## src/rtl/wb_pkg.sv

```systemverilog
// Shared types and helpers for the writeback / CDB stage.
// Entry layout, widths, source ids and the ROB-relative age helpers.
package wb_pkg;

  localparam int TAG_W   = 5;
  localparam int PD_W    = 7;
  localparam int DATA_W  = 32;
  localparam int NUM_SRC = 3;

  typedef enum logic [1:0] {
    SRC_ALU = 2'd0,
    SRC_B   = 2'd1,
    SRC_MEM = 2'd2
  } src_e;

  typedef struct packed {
    logic [TAG_W-1:0]  rob_tag;
    logic [PD_W-1:0]   pd;
    logic              we;
    logic [DATA_W-1:0] data;
  } wb_entry_t;

  function automatic logic [TAG_W-1:0] age(
    input logic [TAG_W-1:0] t,
    input logic [TAG_W-1:0] head
  );
    return t - head;
  endfunction

  // True when tag t is younger than the mispredicted branch ftag.
  function automatic logic killed(
    input logic [TAG_W-1:0] t,
    input logic [TAG_W-1:0] ftag,
    input logic [TAG_W-1:0] head
  );
    return age(t, head) > age(ftag, head);
  endfunction

endpackage

```

## src/rtl/fu_writeback_if.sv

```systemverilog
// FU result buses, ROB/flush inputs and CDB broadcast outputs.
// master = FU cluster / ROB side, slave = writeback stage.
interface fu_writeback_if;
  import wb_pkg::*;

  logic              alu_valid;
  logic [TAG_W-1:0]  alu_rob_tag;
  logic [PD_W-1:0]   alu_pd;
  logic              alu_we;
  logic [DATA_W-1:0] alu_data;
  logic              alu_ready;

  logic              b_valid;
  logic [TAG_W-1:0]  b_rob_tag;
  logic [PD_W-1:0]   b_pd;
  logic              b_we;
  logic [DATA_W-1:0] b_data;
  logic              b_ready;

  logic              mem_valid;
  logic [TAG_W-1:0]  mem_rob_tag;
  logic [PD_W-1:0]   mem_pd;
  logic              mem_we;
  logic [DATA_W-1:0] mem_data;
  logic              mem_ready;

  logic [TAG_W-1:0]  rob_head;
  logic              mispredict;
  logic [TAG_W-1:0]  mispredict_tag;

  logic              cdb_valid;
  logic [TAG_W-1:0]  cdb_rob_tag;
  logic [PD_W-1:0]   cdb_pd;
  logic              cdb_we;
  logic [DATA_W-1:0] cdb_data;
  logic              overflow;

  modport master (
    output alu_valid, alu_rob_tag, alu_pd, alu_we, alu_data,
    output b_valid, b_rob_tag, b_pd, b_we, b_data,
    output mem_valid, mem_rob_tag, mem_pd, mem_we, mem_data,
    output rob_head, mispredict, mispredict_tag,
    input  alu_ready, b_ready, mem_ready,
    input  cdb_valid, cdb_rob_tag, cdb_pd, cdb_we, cdb_data,
    input  overflow
  );

  modport slave (
    input  alu_valid, alu_rob_tag, alu_pd, alu_we, alu_data,
    input  b_valid, b_rob_tag, b_pd, b_we, b_data,
    input  mem_valid, mem_rob_tag, mem_pd, mem_we, mem_data,
    input  rob_head, mispredict, mispredict_tag,
    output alu_ready, b_ready, mem_ready,
    output cdb_valid, cdb_rob_tag, cdb_pd, cdb_we, cdb_data,
    output overflow
  );

endinterface

```

## src/rtl/wb_fifo.sv

```systemverilog
// Per-source result FIFO with age-based flush and compaction.
// Slot 0 is always the head; survivors are packed toward it.
module wb_fifo
  import wb_pkg::*;
#(
  parameter int DEPTH = 2
) (
  input  logic             clk,
  input  logic             reset,
  input  logic             i_push,
  input  wb_entry_t        i_ent,
  input  logic             i_pop,
  input  logic             i_flush,
  input  logic [TAG_W-1:0] i_ftag,
  input  logic [TAG_W-1:0] i_rob_head,
  output wb_entry_t        o_head,
  output logic             o_empty,
  output logic             o_ready,
  output logic             o_ovf
);

  wb_entry_t        r_mem [DEPTH];
  logic [DEPTH-1:0] r_vld;

  wb_entry_t        w_mem [DEPTH];
  logic [DEPTH-1:0] w_vld;
  logic             w_full;
  logic             w_acc;
  int               w_n;

  assign w_full  = &r_vld;
  assign o_ready = !w_full;
  assign o_ovf   = i_push && w_full;
  assign o_empty = !r_vld[0];
  assign o_head  = r_mem[0];

  // Drop popped/flushed entries, pack survivors, then append the push.
  always_comb begin
    w_mem = r_mem;
    w_vld = '0;
    w_n   = 0;
    for (int i = 0; i < DEPTH; i++) begin
      if (r_vld[i] && !(i == 0 && i_pop) &&
          !(i_flush && killed(r_mem[i].rob_tag, i_ftag, i_rob_head))) begin
        w_mem[w_n] = r_mem[i];
        w_n = w_n + 1;
      end
    end
    w_acc = i_push && !w_full &&
            !(i_flush && killed(i_ent.rob_tag, i_ftag, i_rob_head));
    if (w_acc) begin
      w_mem[w_n] = i_ent;
      w_n = w_n + 1;
    end
    for (int i = 0; i < DEPTH; i++) begin
      w_vld[i] = (i < w_n);
    end
  end

  // Storage and per-entry valid bits.
  always_ff @(posedge clk or negedge reset) begin
    if (!reset) begin
      r_vld <= '0;
      for (int i = 0; i < DEPTH; i++) begin
        r_mem[i] <= '0;
      end
    end else begin
      r_vld <= w_vld;
      r_mem <= w_mem;
    end
  end

endmodule

```

## src/rtl/fu_writeback.sv

```systemverilog
// Writeback stage: per-FU buffers, oldest-first arbiter, CDB register.
// Flushed heads never win; the CDB register only loads survivors.
module fu_writeback
  import wb_pkg::*;
#(
  parameter int DEPTH = 2
) (
  input  logic     clk,
  input  logic     reset,
  fu_writeback_if.slave bus
);

  logic             w_push [NUM_SRC];
  wb_entry_t        w_in   [NUM_SRC];
  wb_entry_t        w_head [NUM_SRC];
  logic             w_empty[NUM_SRC];
  logic             w_rdy  [NUM_SRC];
  logic             w_ovf  [NUM_SRC];
  logic             w_pop  [NUM_SRC];
  logic             w_live [NUM_SRC];
  logic [TAG_W-1:0] w_age  [NUM_SRC];

  logic             w_win_v;
  src_e             w_win;
  logic [TAG_W-1:0] w_best;

  logic             r_cdb_v;
  wb_entry_t        r_cdb;
  logic             r_ovf;

  assign w_push[SRC_ALU] = bus.alu_valid;
  assign w_push[SRC_B]   = bus.b_valid;
  assign w_push[SRC_MEM] = bus.mem_valid;

  assign w_in[SRC_ALU] = '{rob_tag: bus.alu_rob_tag, pd: bus.alu_pd,
                           we: bus.alu_we, data: bus.alu_data};
  assign w_in[SRC_B]   = '{rob_tag: bus.b_rob_tag, pd: bus.b_pd,
                           we: bus.b_we, data: bus.b_data};
  assign w_in[SRC_MEM] = '{rob_tag: bus.mem_rob_tag, pd: bus.mem_pd,
                           we: bus.mem_we, data: bus.mem_data};

  assign bus.alu_ready = w_rdy[SRC_ALU];
  assign bus.b_ready   = w_rdy[SRC_B];
  assign bus.mem_ready = w_rdy[SRC_MEM];

  for (genvar g = 0; g < NUM_SRC; g++) begin : g_src
    wb_fifo #(.DEPTH(DEPTH)) u_fifo (
      .clk        (clk),
      .reset      (reset),
      .i_push     (w_push[g]),
      .i_ent      (w_in[g]),
      .i_pop      (w_pop[g]),
      .i_flush    (bus.mispredict),
      .i_ftag     (bus.mispredict_tag),
      .i_rob_head (bus.rob_head),
      .o_head     (w_head[g]),
      .o_empty    (w_empty[g]),
      .o_ready    (w_rdy[g]),
      .o_ovf      (w_ovf[g])
    );

    assign w_age[g]  = age(w_head[g].rob_tag, bus.rob_head);
    assign w_live[g] = !w_empty[g] && !(bus.mispredict &&
                       killed(w_head[g].rob_tag, bus.mispredict_tag,
                              bus.rob_head));
    assign w_pop[g]  = w_win_v && (w_win == src_e'(g));
  end

  // Oldest surviving head wins; ties resolve b, then mem, then alu.
  always_comb begin
    w_win_v = 1'b0;
    w_win   = SRC_B;
    w_best  = '0;
    if (w_live[SRC_B]) begin
      w_win_v = 1'b1;
      w_win   = SRC_B;
      w_best  = w_age[SRC_B];
    end
    if (w_live[SRC_MEM] && (!w_win_v || w_age[SRC_MEM] < w_best)) begin
      w_win_v = 1'b1;
      w_win   = SRC_MEM;
      w_best  = w_age[SRC_MEM];
    end
    if (w_live[SRC_ALU] && (!w_win_v || w_age[SRC_ALU] < w_best)) begin
      w_win_v = 1'b1;
      w_win   = SRC_ALU;
      w_best  = w_age[SRC_ALU];
    end
  end

  // CDB broadcast register and sticky overflow flag.
  always_ff @(posedge clk or negedge reset) begin
    if (!reset) begin
      r_cdb_v <= 1'b0;
      r_cdb   <= '0;
      r_ovf   <= 1'b0;
    end else begin
      r_cdb_v <= w_win_v;
      if (w_win_v) begin
        r_cdb <= w_head[w_win];
      end
      if (w_ovf[SRC_ALU] || w_ovf[SRC_B] || w_ovf[SRC_MEM]) begin
        r_ovf <= 1'b1;
      end
    end
  end

  assign bus.cdb_valid   = r_cdb_v;
  assign bus.cdb_rob_tag = r_cdb.rob_tag;
  assign bus.cdb_pd      = r_cdb.pd;
  assign bus.cdb_we      = r_cdb.we;
  assign bus.cdb_data    = r_cdb.data;
  assign bus.overflow    = r_ovf;

endmodule

```

## src/flat_wrapper.sv

```systemverilog
// flat-port wrapper written by rule: the top's interface ports become plain ports
module fu_writeback_flat import wb_pkg::*;
#(
  parameter int DEPTH = 2
)
  (clk, reset, bus_alu_valid, bus_alu_rob_tag, bus_alu_pd, bus_alu_we, bus_alu_data, bus_b_valid, bus_b_rob_tag, bus_b_pd, bus_b_we, bus_b_data, bus_mem_valid, bus_mem_rob_tag, bus_mem_pd, bus_mem_we, bus_mem_data, bus_rob_head, bus_mispredict, bus_mispredict_tag, bus_alu_ready, bus_b_ready, bus_mem_ready, bus_cdb_valid, bus_cdb_rob_tag, bus_cdb_pd, bus_cdb_we, bus_cdb_data, bus_overflow);
  fu_writeback_if bus_i ();
  input  logic clk;
  input  logic reset;
  input wire logic [$bits(bus_i.alu_valid)-1:0] bus_alu_valid;
  input wire logic [$bits(bus_i.alu_rob_tag)-1:0] bus_alu_rob_tag;
  input wire logic [$bits(bus_i.alu_pd)-1:0] bus_alu_pd;
  input wire logic [$bits(bus_i.alu_we)-1:0] bus_alu_we;
  input wire logic [$bits(bus_i.alu_data)-1:0] bus_alu_data;
  input wire logic [$bits(bus_i.b_valid)-1:0] bus_b_valid;
  input wire logic [$bits(bus_i.b_rob_tag)-1:0] bus_b_rob_tag;
  input wire logic [$bits(bus_i.b_pd)-1:0] bus_b_pd;
  input wire logic [$bits(bus_i.b_we)-1:0] bus_b_we;
  input wire logic [$bits(bus_i.b_data)-1:0] bus_b_data;
  input wire logic [$bits(bus_i.mem_valid)-1:0] bus_mem_valid;
  input wire logic [$bits(bus_i.mem_rob_tag)-1:0] bus_mem_rob_tag;
  input wire logic [$bits(bus_i.mem_pd)-1:0] bus_mem_pd;
  input wire logic [$bits(bus_i.mem_we)-1:0] bus_mem_we;
  input wire logic [$bits(bus_i.mem_data)-1:0] bus_mem_data;
  input wire logic [$bits(bus_i.rob_head)-1:0] bus_rob_head;
  input wire logic [$bits(bus_i.mispredict)-1:0] bus_mispredict;
  input wire logic [$bits(bus_i.mispredict_tag)-1:0] bus_mispredict_tag;
  output wire logic [$bits(bus_i.alu_ready)-1:0] bus_alu_ready;
  output wire logic [$bits(bus_i.b_ready)-1:0] bus_b_ready;
  output wire logic [$bits(bus_i.mem_ready)-1:0] bus_mem_ready;
  output wire logic [$bits(bus_i.cdb_valid)-1:0] bus_cdb_valid;
  output wire logic [$bits(bus_i.cdb_rob_tag)-1:0] bus_cdb_rob_tag;
  output wire logic [$bits(bus_i.cdb_pd)-1:0] bus_cdb_pd;
  output wire logic [$bits(bus_i.cdb_we)-1:0] bus_cdb_we;
  output wire logic [$bits(bus_i.cdb_data)-1:0] bus_cdb_data;
  output wire logic [$bits(bus_i.overflow)-1:0] bus_overflow;
  assign bus_i.alu_valid = bus_alu_valid;
  assign bus_i.alu_rob_tag = bus_alu_rob_tag;
  assign bus_i.alu_pd = bus_alu_pd;
  assign bus_i.alu_we = bus_alu_we;
  assign bus_i.alu_data = bus_alu_data;
  assign bus_i.b_valid = bus_b_valid;
  assign bus_i.b_rob_tag = bus_b_rob_tag;
  assign bus_i.b_pd = bus_b_pd;
  assign bus_i.b_we = bus_b_we;
  assign bus_i.b_data = bus_b_data;
  assign bus_i.mem_valid = bus_mem_valid;
  assign bus_i.mem_rob_tag = bus_mem_rob_tag;
  assign bus_i.mem_pd = bus_mem_pd;
  assign bus_i.mem_we = bus_mem_we;
  assign bus_i.mem_data = bus_mem_data;
  assign bus_i.rob_head = bus_rob_head;
  assign bus_i.mispredict = bus_mispredict;
  assign bus_i.mispredict_tag = bus_mispredict_tag;
  assign bus_alu_ready = bus_i.alu_ready;
  assign bus_b_ready = bus_i.b_ready;
  assign bus_mem_ready = bus_i.mem_ready;
  assign bus_cdb_valid = bus_i.cdb_valid;
  assign bus_cdb_rob_tag = bus_i.cdb_rob_tag;
  assign bus_cdb_pd = bus_i.cdb_pd;
  assign bus_cdb_we = bus_i.cdb_we;
  assign bus_cdb_data = bus_i.cdb_data;
  assign bus_overflow = bus_i.overflow;
  fu_writeback #(.DEPTH(DEPTH)) u_core (.clk(clk), .reset(reset), .bus(bus_i));
endmodule
```

## config.mk

```make
export PLATFORM = sky130hd
export DESIGN_NAME = fu_writeback_flat
export DESIGN_NICKNAME = d
export VERILOG_FILES = /design/src/rtl/wb_pkg.sv /design/src/rtl/fu_writeback_if.sv /design/src/rtl/wb_fifo.sv /design/src/rtl/fu_writeback.sv /design/src/flat_wrapper.sv
export SDC_FILE = /design/constraint.sdc
export NUM_CORES = 1
export LEC_CHECK = 0
export ABC_CLOCK_PERIOD_IN_PS = 8100
export CAP_MARGIN = 20
export CORE_MARGIN = 5
export CORE_UTILIZATION = 50
export DETAILED_ROUTE_END_ITERATION = 10
export PLACE_DENSITY = 0.75
export SLEW_MARGIN = 20
export SYNTH_ARGS = -nofsm -noshare
export SYNTH_HDL_FRONTEND = slang
export SYNTH_SLANG_ARGS = --single-unit
```

## constraint.sdc

```tcl
create_clock -name clk -period 8.1 [get_ports clk]
set_clock_uncertainty 0.2 [all_clocks]
set_input_delay 2.025 -clock clk [delete_from_list [all_inputs] [get_ports clk]]
set_output_delay 2.025 -clock clk [all_outputs]
set_load 0.01 [all_outputs]
```

## Word-level counts from Yosys, hierarchy flattened

Cells that the tools add are included.

| word-level totals | value |
|---|---|
| word-level logic and storage cells | 197 |
| register bits after elaboration | 323 |
| input port bits | 151 |
| output and inout bits | 50 |

| cells by class | value |
|---|---|
| bitwise logic cells | 7 |
| muxes and demuxes | 43 |
| magnitude comparators | 30 |
| equal/unequal tests | 2 |
| $add $sub $neg | 16 |
| reduce and logical (&&, ||, !) cells | 66 |

Operator list:

| kind | count |
|---|---|
| bitwise mux 90 bit | 6 |
| two-way mux 90 bit | 6 |
| two-way mux 45 bit | 8 |
| demux 45 bit (select 1 bit) | 6 |
| >= comparator 32 x 2 -> 1 bit, second input constant | 6 |
| less-than comparator 32 x 1 -> 1 bit, second input constant | 6 |
| adder 32 x 2 -> 32 bit, second input constant | 3 |
| less-than comparator 1 x 32 -> 1 bit, first input constant | 3 |
| less-than comparator 2 x 32 -> 1 bit, first input constant | 3 |
| two-way mux 32 bit | 3 |
| NOT 1 -> 32 bit | 3 |
| NOT 32 bit | 3 |
| binary-select mux 45 bit (select 2 bit) | 1 |
| subtractor 5 bit | 10 |
| greater-than comparator 5 bit | 9 |
| logical AND 1 bit | 41 |
| zero test 1 bit | 17 |
| less-than comparator 5 bit | 2 |
| two-way mux 2 bit | 5 |
| two-way mux 5 bit | 2 |
| adder 1 x 1 -> 2 bit, second input constant | 3 |
| two-way mux 1 bit | 6 |
| AND reduction 2 bit | 3 |
| logical OR 1 bit | 4 |
| other kinds (5) | 5 |

## Logic depth before layout (Yosys ltp)

| depth | value |
|---|---|
| word-level depth | 29 |
| mapped depth | 38 |
| mapped depth without buffers | 34 |

## Cells and area by module

Synthesis repeated with hierarchy kept, for this count alone.

| unflattened totals | value |
|---|---|
| cells, all modules | 2236 |
| area, all modules | 21667.0 um^2 |

Modules (own cells, without submodules):

| module | cells an instance | seq. area each (um^2) | times used | area each (um^2) |
|---|---|---|---|---|
| wb_fifo (u_core.g_src[0].u_fifo ...) | 576 | 2302.2 | 2 | 5778.0 |
| wb_fifo (u_core.g_src[2].u_fifo) | 548 | 2302.2 | 1 | 5601.6 |
| fu_writeback | 536 | 1176.1 | 1 | 4509.3 |

## Worst setup path before layout

No wires, ideal clock.

| timing | value |
|---|---|
| kind | input -> register |
| from | input port bus_rob_head[1] |
| to | register u_core.g_src[0].u_fifo.r_mem, in the netlist u_core.g_src[0].u_fifo.o_head[10] |
| cell stages on the path | 34 |
| data required time | 7.833 ns |
| setup time | 0.067 ns |
| arrival time | 9.671 ns |
| setup slack | -1.838 ns |
| path buffers | 3 |
| cell sequence | inv_1 fa_1 xnor2_1 ha_1 and2_0 a221o_1 a311oi_1 a22oi_1 nand2_1 nand2_1 ha_1 a211oi_1 o31ai_1 and3_1 nor3_4 clkbuf_1 nor2_1 a21oi_1 ha_1 a21o_1 a21o_1 a21oi_1 nand2_1 or4_1 o211ai_1 nor2_1 inv_1 ha_1 nor3b_1 clkbuf_1 nor2_1 nand2_1 clkbuf_1 o221a_1 |

RTL lines:

| item | line | source |
|---|---|---|
| start: declaration | flat_wrapper.sv:25 | `input wire logic [$bits(bus_i.rob_head)-1:0] bus_rob_head;` |
| end signal: assignment | wb_fifo.sv:69 | `r_mem <= w_mem;` |
| end: declaration | wb_fifo.sv:22 | `wb_entry_t r_mem [DEPTH];` |

## Final worst setup path

| timing | value |
|---|---|
| from | input port bus_rob_head[1] |
| to | register u_core.g_src[0].u_fifo.r_mem[15] in the netlist's numbering |

| on the way | value |
|---|---|
| cells in the longest elaborated chain, start to end | 29 |
| elaborated cells between the ends (all ways) | 65 |
| classes of those cells | add/sub: 7; order compare: 11; mux: 17; bitwise: 2; reduce/logical: 28 |

Ends and longest elaborated chain:

| item | line | source |
|---|---|---|
| subtractor 5 bit | wb_pkg.sv:27 | `return t - head;` |
| greater-than comparator 5 bit | wb_pkg.sv:36 | `return age(t, head) > age(ftag, head);` |
| logical AND 1 bit | fu_writeback.sv:63 | `assign w_live[g] = !w_empty[g] && !(bus.mispredict &&` |
| zero test 1 bit | fu_writeback.sv:63 |  |
| logical AND 1 bit | fu_writeback.sv:63 |  |
| two-way mux 5 bit or two-way mux 1 bit (tied branches) | fu_writeback.sv:74 | `if (w_live[SRC_B]) begin` |
| less-than comparator 5 bit or zero test 1 bit (tied branches) | fu_writeback.sv:79 | `if (w_live[SRC_MEM] && (!w_win_v \|\| w_age[SRC_MEM] < w_best)) begin` |
| logical OR 1 bit | fu_writeback.sv:79 |  |
| (+13 left out) | n/a |  |
| two-way mux 2 bit, or another cell as far along | wb_fifo.sv:43 | `if (r_vld[i] && !(i == 0 && i_pop) &&` |
| NOT 32 bit (not written as such) or logical AND 1 bit (tied branches) | wb_fifo.sv:52, wb_fifo.sv:45 |  |
| >= comparator 32 x 2 -> 1 bit (not written as such), or another cell as far along | wb_fifo.sv:52 | `w_mem[w_n] = i_ent;` |
| logical AND 1 bit (not written as such) or demux 45 bit (select 1 bit) (tied branches) | wb_fifo.sv:52, wb_fifo.sv:45 |  |
| two-way mux 45 bit (not written as such) or bitwise mux 90 bit (tied branches) | wb_fifo.sv:52, wb_fifo.sv:45 |  |
| demux 45 bit (select 1 bit) or two-way mux 90 bit (tied branches) | wb_fifo.sv:52, wb_fifo.sv:43 |  |
| bitwise mux 90 bit | wb_fifo.sv:52 |  |
| two-way mux 90 bit * | wb_fifo.sv:51 | `if (w_acc) begin` |

Every way passes the cells marked *; elsewhere a longest branch is shown, timed or not.
A chain may end at the register's enable or synchronous reset.

==> results_dict.tcl <==
set metrics [dict create \
    critPathLaunch "bus_rob_head[1]" \
    synth-seq-cells 323 \
    dr_wl_met3_um 4930 \
    grt_pass1_vias 15198 \
    areaGrowthSynthToFinish_pct 38.1 \
    required_ns 8.31 \
    fillCellCount 2385 \
    wl_um 60200 \
    io_pins 201 \
    rows 69 \
    routedWlPerCell_um 23.8 \
    start_kind "input port" \
    critPathCaptureType "register" \
    synth_nets 1962 \
    cts-hold-fix-buffers 0 \
    die_y_um 199 \
    cts_buffers 36 \
    worst_path_max_delay_cell "fa_2" \
    route.met2.wl_um 27700 \
    insertion_delay_ns 0.54 \
    place_congestion 0.931 \
    synth_area_per_cell_um2 10.4 \
    synth_top_flop_cell "dfrtp_1" \
    die_w_um 199 \
    grt_pass1_wl_um 85700 \
    rr_startpoint "u_core.g_src[1].u_fifo.o_head[40]$_DFF_PN0_" \
    initial_core_util 0.505 \
    hold_viol 0 \
    dp_hpwl_um 37200 \
    violations "negative setup slack" \
    setup_viol 185 \
    core_mm2 0.0354 \
    final_nets 2288 \
    fin_worst_hold_slack_ns 0.302 \
    fmax_mhz 117 \
    rrSetupSlack_ns 0.65 \
    synth_edf_count 0 \
    dieArea_mm2 0.0396 \
    grt_overflow 0 \
    first_pass_iters 6 \
    htreeDepth 2 \
    arrival_ns 8.73 \
    fin_crit_ns 8.51 \
    grt_util_all_layers 0.273 \
    route.detailed.drc 0 \
    antenna_found_initial 2 \
    grt_start_max_net_pins 187 \
    async_reset_ff_frac 1.00 \
    netlist_area_mm2 0.0179 \
    critPathKind "input port to register" \
    vias 15491 \
    outcome "finished with violations" \
    cp_slowest_stage_delay_ns 0.48 \
    ant_nets 0 \
    portBuffers 200 \
    synth_cells 1714 \
    tritoncts "yes" \
    drive_above_1_share 0.256 \
    maxUsedRoutingLayer "met4" \
    clock_sinks 323 \
    root_buffer "clkbuf_16" \
    worst_slew_pin_slew_ns 0.844 \
    clkTransAtPathRegs_ns 0.06 \
    max_slew_margin 0.437 \
    ys.warnings.count 0 \
    worst_path_most_repeated_cell "buf_6" \
    synth_cell_type_count 69 \
    worst-path-max-fanout 6 \
    r2r_end "u_core.g_src[0].u_fifo.r_mem[15]$_DFFE_PN0P_" \
    ys_seq_area_frac 0.452 \
    final_max_slew_viol_count 0 \
    wl_met1_um 25100 \
    rr_worst_depth 36 \
    cap_violations 0 \
    worstHoldPathType "register to register" \
    fin_crit_sh 1.05 \
    worst_slack_ns -0.412 \
    avgViaCountPerCell 6.13 \
    drt_iter0_markers 1419 \
    clockBufferDepth 3 \
    rsz0062_at_grt "true" \
    cp-endpoint "u_core.g_src[0].u_fifo.r_mem[15]$_DFFE_PN0P_" \
    final_core_util 0.697 \
]
## cells in the mapped netlist (all sizes together) (4+ instances only)
cell,n,share of area
a21boi,7,0.0029
a21o,19,0.0080
a21oi,76,0.022
a31oi,47,0.016
and2,4,0.0014
buf,37,0.011
clkbuf,69,0.014
dfrtp,323,0.45
fa,13,0.015
ha,84,0.059
inv,45,0.0094
mux2,132,0.083
mux2i,90,0.050
nand2,257,0.054
nand2b,56,0.020
nand3,9,0.0025
nand4,53,0.019
nor2,110,0.024
nor2b,9,0.0031
o211ai,11,0.0052
o21ai,68,0.019
o221a,90,0.057
or3,4,0.0014
xnor2,29,0.015
xor2,20,0.010
## state kept, by name (all words and copies together), names as in the netlist
signal / flops
u_core.bus.cdb_we: 1
u_core.bus.cdb_valid: 1
u_core.g_src.u_fifo.r_mem: 135
u_core.g_src.u_fifo.o_head: 135
u_core.bus.cdb_pd: 7
u_core.g_src.u_fifo.r_vld: 6
u_core.bus.cdb_rob_tag: 5
u_core.bus.cdb_data: 32
u_core.bus.overflow: 1
## timing repair
item,in CTS,in global routing
endpoints found under the setup margin,320,272
cloned,12,18
pin swaps,42,65
resized for setup,110,134
setup buffers,34,29
## how the worst min path moves through the flow
stage                     cells after the start                                           end  slack, ns                                          from
after global routing                          1  u_core.g_src[2].u_fifo.r_mem[27]$_DFFE_PN0P_       0.32  u_core.g_src[2].u_fifo.r_mem[27]$_DFFE_PN0P_
after global placement                        1  u_core.g_src[1].u_fifo.r_mem[29]$_DFFE_PN0P_       0.27  u_core.g_src[1].u_fifo.r_mem[29]$_DFFE_PN0P_
final                                         1  u_core.g_src[1].u_fifo.r_mem[29]$_DFFE_PN0P_       0.30  u_core.g_src[1].u_fifo.r_mem[29]$_DFFE_PN0P_
after detailed placement                      1  u_core.g_src[1].u_fifo.r_mem[29]$_DFFE_PN0P_       0.29  u_core.g_src[1].u_fifo.r_mem[29]$_DFFE_PN0P_
after floorplan                               1  u_core.g_src[1].u_fifo.r_mem[29]$_DFFE_PN0P_       0.26  u_core.g_src[1].u_fifo.r_mem[29]$_DFFE_PN0P_
after CTS                                     1  u_core.g_src[1].u_fifo.r_mem[29]$_DFFE_PN0P_       0.31  u_core.g_src[1].u_fifo.r_mem[29]$_DFFE_PN0P_
## critical path, delay by kind of cell
kind | cells | cell delay, ns
AO/OA/AOI/OAI | 10 | 2.06
AND/OR/NAND/NOR | 9 | 1.55
adder cells (fa/ha/maj) | 5 | 1.45
buffers and inverters | 9 | 1.10
multiplexers | 1 | 0.31
XOR/XNOR | 1 | 0.23
## kinds of logic (layout without fill, tap and decap cells)
group | after synthesis | count (layout) | synth area share
AND/OR/NAND/NOR | 521 | 521 | 0.133
AO/OA/AOI/OAI | 349 | 349 | 0.145
flip-flops | 323 | 323 | 0.452
multiplexers | 222 | 222 | 0.134
buffers and inverters | 151 | 502 | 0.0353
adder cells (fa/ha/maj) | 98 | 98 | 0.0739
XOR/XNOR | 50 | 50 | 0.0267
other | 0 | 2 | 0
## layout by cell type (no fill, tap or decap), types with 54 or more instances in the layout
| cell | synthesis | final |
|---|---|---|
| a21oi_1 | 74 | 63 |
| dfrtp_1 | 323 | 323 |
| mux2i_1 | 90 | 90 |
| nor2_1 | 107 | 102 |
| nand2b_1 | 55 | 54 |
| o21ai_0 | 65 | 56 |
| clkdlybuf4s50_1 | 0 | 193 |
| nand2_1 | 257 | 247 |
| buf_4 | 6 | 98 |
| ha_1 | 84 | 68 |
| mux2_4 | 0 | 101 |
## layer usage
layer / vias to the layer above / GRT usage
met5: - / 0
met4: 0 / 0.0856
met3: 164 / 0.0464
met2: 785 / 0.421
met1: 7729 / 0.398
li1: 6813 / -
## through the flow
step                      area, µm²  TNS (ns)  instances  worst slack, ns
final                         24700    -35.44       2528           -0.412
after global placement        21500   -223.26       2382           -0.850
after global routing          24700    -87.97       2528           -0.620
after CTS                     23600     -5.67       2488           -0.140
after detailed placement      21500   -327.68       2382            -1.22
after floorplan               18400   -140.94       1714           -0.754
## layout make-up
| type | instances | area (µm²) | share of cell area |
|---|---|---|---|
| antenna | 2 | 5.00 | 0.000203 |
| clock buffer | 55 | 1050 | 0.0426 |
| clock inverter | 8 | 104 | 0.00421 |
| inverter | 45 | 178 | 0.00720 |
| multi-input combinational | 1240 | 10200 | 0.412 |
| sequential | 323 | 8080 | 0.327 |
| tap | 461 | 577 | 0.0234 |
| timing repair buffer | 394 | 4510 | 0.183 |
Power is not shown: default switching activity piles up to over one toggle a cycle in this logic, so the estimate is an artifact.
